<file path="config.mk">
export PLATFORM = sky130hd
export DESIGN_NAME = ws2812_transmitter_flat
export DESIGN_NICKNAME = d
export VERILOG_FILES = /design/src/rtl/ws2812_transmitter_if.sv /design/src/rtl/ws2812_transmitter.sv /design/src/flat_wrapper.sv
export SDC_FILE = /design/constraint.sdc
export NUM_CORES = 1
export LEC_CHECK = 0
export ABC_AREA = 1
export BUFFER_PORTS_ARGS = -buffer_cell sky130_fd_sc_hd__buf_2
export CAP_MARGIN = 10
export CELL_PAD_IN_SITES_DETAIL_PLACEMENT = 1
export CELL_PAD_IN_SITES_GLOBAL_PLACEMENT = 1
export CORE_MARGIN = 2
export CORE_UTILIZATION = 39
export DETAILED_ROUTE_END_ITERATION = 16
export PLACE_DENSITY = 0.76
export SLEW_MARGIN = 30
export SYNTH_ARGS = -nofsm -noshare
export SYNTH_HDL_FRONTEND = slang
export SYNTH_SLANG_ARGS = --single-unit
</file>
<file path="constraint.sdc">
create_clock -name clk -period 2.3 [get_ports clk]
set_clock_uncertainty 0.15 [all_clocks]
set_input_delay 0.23 -clock clk [delete_from_list [all_inputs] [get_ports clk]]
set_output_delay 0.23 -clock clk [all_outputs]
set_load 0.03 [all_outputs]
</file>
<file path="src/rtl/ws2812_transmitter_if.sv">
`default_nettype none
// ============================================================================
// Module      : ws2812_transmitter_if
// Description : Control, pixel-RAM read port and serial line of the WS2812
//               transmitter, bundled for master (host) and slave (engine).
// Revision    : 1.0 - initial release
// ============================================================================
interface ws2812_transmitter_if;
    logic       start;
    logic [7:0] number_of_pixel;
    logic [9:0] pixel_addr;
    logic [7:0] pixel_data;
    logic       busy;
    logic       done;
    logic       ws2812_data;

    modport master (
        output start,
        output number_of_pixel,
        output pixel_data,
        input  pixel_addr,
        input  busy,
        input  done,
        input  ws2812_data
    );

    modport slave (
        input  start,
        input  number_of_pixel,
        input  pixel_data,
        output pixel_addr,
        output busy,
        output done,
        output ws2812_data
    );
endinterface
`default_nettype wire

</file>
<file path="src/rtl/ws2812_transmitter.sv">
`default_nettype none
// ============================================================================
// Module      : ws2812_transmitter
// Description : Reads G,R,B bytes per LED from pixel RAM and drives the
//               WS2812 NRZ one-wire waveform followed by a latch-low period.
// Revision    : 1.0 - initial release
// ============================================================================
module ws2812_transmitter #(
    parameter int T0H_CYCLES   = 11,
    parameter int T1H_CYCLES   = 22,
    parameter int BIT_CYCLES   = 34,
    parameter int LATCH_CYCLES = 1620
) (
    input  logic                clk,
    input  logic                reset,
    ws2812_transmitter_if.slave bus
);

    localparam int c_BIT_CNT_W   = $clog2(BIT_CYCLES + 1);
    localparam int c_LATCH_CNT_W = $clog2(LATCH_CYCLES + 1);

    localparam logic [c_BIT_CNT_W-1:0]   c_T0H         = c_BIT_CNT_W'(T0H_CYCLES);
    localparam logic [c_BIT_CNT_W-1:0]   c_T1H         = c_BIT_CNT_W'(T1H_CYCLES);
    localparam logic [c_BIT_CNT_W-1:0]   c_BIT_LAST    = c_BIT_CNT_W'(BIT_CYCLES - 1);
    localparam logic [c_BIT_CNT_W-1:0]   c_CAPTURE_CNT = c_BIT_CNT_W'(2);
    localparam logic [c_LATCH_CNT_W-1:0] c_LATCH_LAST  = c_LATCH_CNT_W'(LATCH_CYCLES - 1);

    typedef enum logic [1:0] {
        ST_IDLE  = 2'd0,
        ST_FETCH = 2'd1,
        ST_SHIFT = 2'd2,
        ST_LATCH = 2'd3
    } state_t;

    state_t                   r_state;
    logic [7:0]               r_count;
    logic [7:0]               r_led_idx;
    logic [9:0]               r_led_base;
    logic [1:0]               r_byte_sel;
    logic                     r_fetch_phase;
    logic [7:0]               r_shift;
    logic [7:0]               r_next_byte;
    logic [2:0]               r_bit_idx;
    logic [c_BIT_CNT_W-1:0]   r_bit_cnt;
    logic [c_LATCH_CNT_W-1:0] r_latch_cnt;
    logic [9:0]               r_addr;
    logic                     r_busy;
    logic                     r_done;
    logic                     r_ws;

    logic                     w_last_byte;
    logic [1:0]               w_nxt_sel;
    logic [9:0]               w_nxt_base;
    logic [9:0]               w_nxt_addr;
    logic                     w_cnt_end;
    logic [c_BIT_CNT_W-1:0]   w_cnt_nxt;
    logic [7:0]               w_shift_nxt;
    logic                     w_high_nxt;
    logic                     w_first_high;

    // Stored order is R,G,B; the wire wants G,R,B.
    function automatic logic [9:0] f_offset(input logic [1:0] sel);
        case (sel)
            2'd0:    f_offset = 10'd1;
            2'd1:    f_offset = 10'd0;
            default: f_offset = 10'd2;
        endcase
    endfunction

    always_comb begin
        w_last_byte = (r_byte_sel == 2'd2) && (r_led_idx == (r_count - 8'd1));
        w_nxt_sel   = (r_byte_sel == 2'd2) ? 2'd0 : (r_byte_sel + 2'd1);
        w_nxt_base  = (r_byte_sel == 2'd2) ? (r_led_base + 10'd3) : r_led_base;
        w_nxt_addr  = w_nxt_base + f_offset(w_nxt_sel);
        w_cnt_end   = (r_bit_cnt == c_BIT_LAST);
        w_cnt_nxt   = w_cnt_end ? '0 : (r_bit_cnt + c_BIT_CNT_W'(1));

        w_shift_nxt = r_shift;
        if (w_cnt_end) begin
            w_shift_nxt = (r_bit_idx == 3'd0) ? r_next_byte : {r_shift[6:0], 1'b0};
        end
        w_high_nxt   = (w_cnt_nxt < (w_shift_nxt[7] ? c_T1H : c_T0H));
        w_first_high = ((bus.pixel_data[7] ? c_T1H : c_T0H) != '0);
    end

    always_ff @(posedge clk) begin
        if (reset) begin
            r_state       <= ST_IDLE;
            r_count       <= '0;
            r_led_idx     <= '0;
            r_led_base    <= '0;
            r_byte_sel    <= '0;
            r_fetch_phase <= 1'b0;
            r_shift       <= '0;
            r_next_byte   <= '0;
            r_bit_idx     <= '0;
            r_bit_cnt     <= '0;
            r_latch_cnt   <= '0;
            r_addr        <= '0;
            r_busy        <= 1'b0;
            r_done        <= 1'b0;
            r_ws          <= 1'b0;
        end else begin
            r_done <= 1'b0;
            case (r_state)
                ST_IDLE: begin
                    if (bus.start && (bus.number_of_pixel != 8'd0)) begin
                        r_count       <= bus.number_of_pixel;
                        r_led_idx     <= '0;
                        r_led_base    <= '0;
                        r_byte_sel    <= '0;
                        r_addr        <= f_offset(2'd0);
                        r_fetch_phase <= 1'b0;
                        r_busy        <= 1'b1;
                        r_state       <= ST_FETCH;
                    end
                end

                ST_FETCH: begin
                    if (!r_fetch_phase) begin
                        r_fetch_phase <= 1'b1;
                    end else begin
                        r_fetch_phase <= 1'b0;
                        r_shift       <= bus.pixel_data;
                        r_bit_idx     <= 3'd7;
                        r_bit_cnt     <= '0;
                        r_ws          <= w_first_high;
                        r_state       <= ST_SHIFT;
                    end
                end

                ST_SHIFT: begin
                    // Prefetch: address in bit-7 count 0, RAM answers during count 1.
                    if ((r_bit_idx == 3'd7) && (r_bit_cnt == '0) && !w_last_byte) begin
                        r_addr <= w_nxt_addr;
                    end
                    if ((r_bit_idx == 3'd7) && (r_bit_cnt == c_CAPTURE_CNT)) begin
                        r_next_byte <= bus.pixel_data;
                    end

                    if (w_cnt_end && (r_bit_idx == 3'd0) && w_last_byte) begin
                        r_ws        <= 1'b0;
                        r_bit_cnt   <= '0;
                        r_latch_cnt <= '0;
                        r_state     <= ST_LATCH;
                    end else begin
                        r_bit_cnt <= w_cnt_nxt;
                        r_shift   <= w_shift_nxt;
                        r_ws      <= w_high_nxt;
                        if (w_cnt_end) begin
                            // 3-bit wrap takes bit 0 back to 7 on a byte advance.
                            r_bit_idx <= r_bit_idx - 3'd1;
                            if (r_bit_idx == 3'd0) begin
                                r_byte_sel <= w_nxt_sel;
                                r_led_base <= w_nxt_base;
                                if (r_byte_sel == 2'd2) begin
                                    r_led_idx <= r_led_idx + 8'd1;
                                end
                            end
                        end
                    end
                end

                ST_LATCH: begin
                    if (r_latch_cnt == c_LATCH_LAST) begin
                        r_latch_cnt <= '0;
                        r_done      <= 1'b1;
                        r_busy      <= 1'b0;
                        r_state     <= ST_IDLE;
                    end else begin
                        r_latch_cnt <= r_latch_cnt + c_LATCH_CNT_W'(1);
                    end
                end

                default: r_state <= ST_IDLE;
            endcase
        end
    end

    assign bus.pixel_addr  = r_addr;
    assign bus.busy        = r_busy;
    assign bus.done        = r_done;
    assign bus.ws2812_data = r_ws;

endmodule
`default_nettype wire
</file>
<file path="src/flat_wrapper.sv">
// flat-port wrapper written by rule: the top's interface ports become plain ports
module ws2812_transmitter_flat 
#(
    parameter int T0H_CYCLES   = 11,
    parameter int T1H_CYCLES   = 22,
    parameter int BIT_CYCLES   = 34,
    parameter int LATCH_CYCLES = 1620
)
  (clk, reset, bus_start, bus_number_of_pixel, bus_pixel_data, bus_pixel_addr, bus_busy, bus_done, bus_ws2812_data);
  ws2812_transmitter_if bus_i ();
  input  logic clk;
  input  logic reset;
  input wire logic [$bits(bus_i.start)-1:0] bus_start;
  input wire logic [$bits(bus_i.number_of_pixel)-1:0] bus_number_of_pixel;
  input wire logic [$bits(bus_i.pixel_data)-1:0] bus_pixel_data;
  output wire logic [$bits(bus_i.pixel_addr)-1:0] bus_pixel_addr;
  output wire logic [$bits(bus_i.busy)-1:0] bus_busy;
  output wire logic [$bits(bus_i.done)-1:0] bus_done;
  output wire logic [$bits(bus_i.ws2812_data)-1:0] bus_ws2812_data;
  assign bus_i.start = bus_start;
  assign bus_i.number_of_pixel = bus_number_of_pixel;
  assign bus_i.pixel_data = bus_pixel_data;
  assign bus_pixel_addr = bus_i.pixel_addr;
  assign bus_busy = bus_i.busy;
  assign bus_done = bus_i.done;
  assign bus_ws2812_data = bus_i.ws2812_data;
  ws2812_transmitter #(.T0H_CYCLES(T0H_CYCLES), .T1H_CYCLES(T1H_CYCLES), .BIT_CYCLES(BIT_CYCLES), .LATCH_CYCLES(LATCH_CYCLES)) u_core (.clk(clk), .reset(reset), .bus(bus_i));
endmodule
</file>
==> results.json <==
{
  "timing.final.hold_violations": 0,
  "total_clock_buffers_created_by_cts": 9,
  "worstMarginPinSlew_ns": 0.5436,
  "wl_met1_um": 7397,
  "die_area_um2": 14000,
  "global_route_wire_length_before_repair_um": 27660,
  "cts.sink_count": 80,
  "dr_drc_count": 0,
  "setup.worst_path.end_class": "register",
  "cp_slowest_stage_delay_ns": 0.34,
  "die-height_um": 118.3,
  "routed_via_density": 5.290,
  "max_cap_violations": 0,
  "crit_buf_inv": 4,
  "grt_pass1_vias": 5688,
  "seq_total_area_yosys_pct": 31.42,
  "crit_path_top_delay_cell": "dfxtp_2",
  "wl_per_cell_um": 16.12,
  "tns_ns": 0,
  "cp_top_family": "simple AND/OR/NAND/NOR gates",
  "slew_headroom_pct": 63.62,
  "path_clk_slew_ns": 0.06,
  "rsz_0062_raised_after_global_routing": "yes",
  "worst-endpoint-required_ns": 2.40,
  "wire_length_on_met3_um": 429,
  "topRoutingLayerUsed": "met4",
  "antenna-diode-count": 0,
  "finalWorstPathRequiredPeriod_ns": 2.286,
  "vdd_ir_drop_max_v": 0.0003795,
  "worst_r2r_endpoint": "u_core.bus.pixel_addr[9]",
  "post_synth_mux_area_share_pct": 0,
  "ff2ff_path_depth": 15,
  "synth_adder_area_share_pct": 5.302,
  "floorplan.die.width_um": 118.3,
  "gp_congestion": 0.8532,
  "synth_async_reset_ratio_pct": 0,
  "register_to_register_setup_slack_ns": 0.01,
  "synthToLayoutAreaGrowth_pct": 23.71,
  "critical_path.startpoint": "u_core.r_led_base[1]",
  "maxClockFrequency_ghz": 0.4375,
  "ys_dominant_reg_cell": "dfxtp_1",
  "post_synthesis_instance_area_um2": 5097,
  "synthesis.yosys.warnings": 0,
  "fillCellCount": 1691,
  "synth-edff-count": 0,
  "finalCritPeriodShare_pct": 99.38,
  "power.density_nw_per_um2": 1036,
  "dominant_combinational_cell_family_by_area_after_synthesis": "simple AND/OR/NAND/NOR gates",
  "finalHoldWorstSlack_ns": 0.002300,
  "firstDrtPassIters": 4,
  "worstSetupPathDepth": 15,
  "seqCellArea_um2": 1609,
  "critical_path.cell_chain": "inv_2, ha_4, inv_2, o21ai_4, inv_2, ha_4, a21oi_4, nor2_2, nand3_2, nor2_4, nand4_1, nand2_1, inv_1, nor2_1, nor2_1",
  "wl_met2_um": 8547,
  "maximum_number_of_pins_on_one_net_before_global_route_repair": 46,
  "critical_path_source_type": "register",
  "power.leakage_nw": 2.714,
  "synth-compound-area-share_pct": 12.25,
  "grt_remaining_overflow": 0,
  "hpwl_um": 11560,
  "dr.first_iter.drc_count": 228,
  "most_repeated_library_cell_on_the_critical_path": "inv_2",
  "clockRootBuffer": "clkbuf_16",
  "critical_path_peak_fanout": 4,
  "via_count": 5491,
  "final_net_count": 901,
  "multi_input_comb_area_um2": 3149,
  "critPathCapture": "u_core.bus.pixel_addr[9]",
  "placementRows": 41,
  "htreeDepth": 3,
  "synthCells": 790,
  "final_antenna_net_count": 0,
  "io_buffers": 31,
  "num_io_pins": 32,
  "max-clock-path-buffers": 2,
  "status": "completed",
  "synth-simple-area-share_pct": 37.29,
  "insertion_delay_ns": 0.35,
  "path_class": "reg2reg",
  "postRouteWirelength_um": 16730,
  "slew_viol_final": 0,
  "crit_arrival_ns": 2.38,
  "tritoncts": "yes",
  "timing.hold.worst.class": "in2reg",
  "initial_core_util_pct": 40.23,
  "ys_ff_latch": 80,
  "post_route_cells_drive_above_1_share_pct": 19.52,
  "antenna_violations_before_repair": 0,
  "synth_xor_xnor_area_share_pct": 3.608,
  "core_area_um2": 12670,
  "r2r-start": "u_core.r_led_base[1]",
  "final_common_cell": "nand2_1",
  "postSynthAreaPerCell_um2": 6.452,
  "timing.final.setup_violations": 0,
  "grt.total_usage_pct": 24.11,
  "synth.lib_cells_used.distinct": 37,
  "mostFrequentLayoutCells": "nand2_1 (191), inv_1 (86), nor2_1 (82), dfxtp_1 (74), a21oi_1 (61)",
  "mappedNetlistNets": 830
}
[synth_stat cells (4+ instances only)]
cell type / count / area (um2)
a21oi_1: 64 / 320.3
nand4_1: 43 / 269.0
nand3_2: 4 / 40.04
nor3b_1: 4 / 30.03
o21ai_0: 39 / 195.2
dfxtp_1: 80 / 1602
nor2_1: 85 / 319.1
or2_2: 10 / 62.56
xor2_1: 13 / 113.9
nand2_1: 196 / 735.7
ha_1: 20 / 250.2
inv_1: 96 / 360.4
clkbuf_1: 17 / 63.81
nand3_1: 51 / 255.2
xnor2_1: 8 / 70.07
buf_2: 7 / 35.03
nor3_1: 11 / 55.05
nor2_2: 6 / 37.54
o211ai_1: 7 / 52.55
[worst min-delay path by stage]
stage / slack (ns) / endpoint / cells after the start / from
6_report: 0.002 / u_core.r_next_byte[0] / 3 / bus_pixel_data[0]
5_1_grt: 0.02 / u_core.r_count[5] / 3 / bus_number_of_pixel[5]
4_1_cts: 0.0004 / u_core.r_next_byte[5] / 3 / bus_pixel_data[5]
3_5_place_dp: 0.29 / u_core.bus.busy / 2 / u_core.bus.busy
3_3_place_gp: 0.28 / u_core.bus.busy / 2 / u_core.bus.busy
2_1_floorplan: 0.21 / u_core.r_next_byte[0] / 2 / bus_pixel_data[0]
[worst reg2reg max path, cell delays in order (launching register included)]
cell and delay [ns]:
dfxtp_2 0.34, inv_2 0.05, ha_4 0.25, inv_2 0.04, o21ai_4 0.19, inv_2 0.07
ha_4 0.27, a21oi_4 0.05, nor2_2 0.15, nand3_2 0.12, nor2_4 0.14, nand4_1 0.09
nand2_1 0.09, inv_1 0.04, nor2_1 0.09, nor2_1 0.05
[power breakdown]
part | switching (mW) | total, mW | leakage, nW | internal [mW]
sequential | 0.239 | 1.91 | 0.654 | 1.67
clock | 0.627 | 1.52 | 0.148 | 0.897
combinational | 2.00 | 3.10 | 1.91 | 1.10
[routing by layer]
metal	up-vias	GRT usage [%]
li1	2723	-
met5	-	0
met2	80	44.04
met3	27	2.558
met4	0	9.413
met1	2661	28.74
[cell families (layout without fill, tap and decap cells)]
| kind of cell | after synthesis | in the layout |
|---|---|---|
| AND/OR/NAND/NOR | 421 | 422 |
| buffers and inverters | 129 | 204 |
| AO/OA/AOI/OAI | 118 | 118 |
| flip-flops | 80 | 80 |
| adder cells (fa/ha/maj) | 21 | 21 |
| XOR/XNOR | 21 | 21 |
[sequential cells by signal, summed over array words and instances, names as in the netlist, 2 cells and up]
register	flops
u_core.r_led_idx	8
u_core.r_led_base	10
u_core.r_latch_cnt	11
u_core.r_byte_sel	2
u_core.r_bit_idx	3
u_core.r_bit_cnt	6
u_core.bus.pixel_addr	10
u_core.r_next_byte	8
u_core.r_state	2
u_core.r_count	8
u_core.r_shift	8
[stage by stage]
step	worst slack, ns	power, mW	cell area (um2)	util, %	cells
3_5_place_dp	-0.1479	4.674	5674	44.78	1005
3_3_place_gp	-0.04800	4.557	5674	44.78	1005
4_1_cts	0.007230	6.304	6165	48.65	1032
5_1_grt	-0.1228	6.967	6306	49.77	1038
2_1_floorplan	0.002393	3.755	5109	-	790
6_report	0.01420	6.536	6306	49.77	1038
[layout make-up]
type	count	area share (%)
well taps	172	3.413
flip-flops and latches	80	25.52
multi-input cells	582	49.94
repair buffers	89	10.32
clock buffers	11	4.008
inverters	99	5.933
clock inverters	5	0.8730
[timing repair]
item,in CTS,in global routing
pin swaps,6,18
hold endpoints to repair,6,0
endpoints found under the setup margin,15,55
setup buffers,4,6
cloned,1,0
hold buffers,6,0
gates resized for setup,15,35
Power figures use the tool's default switching activity.
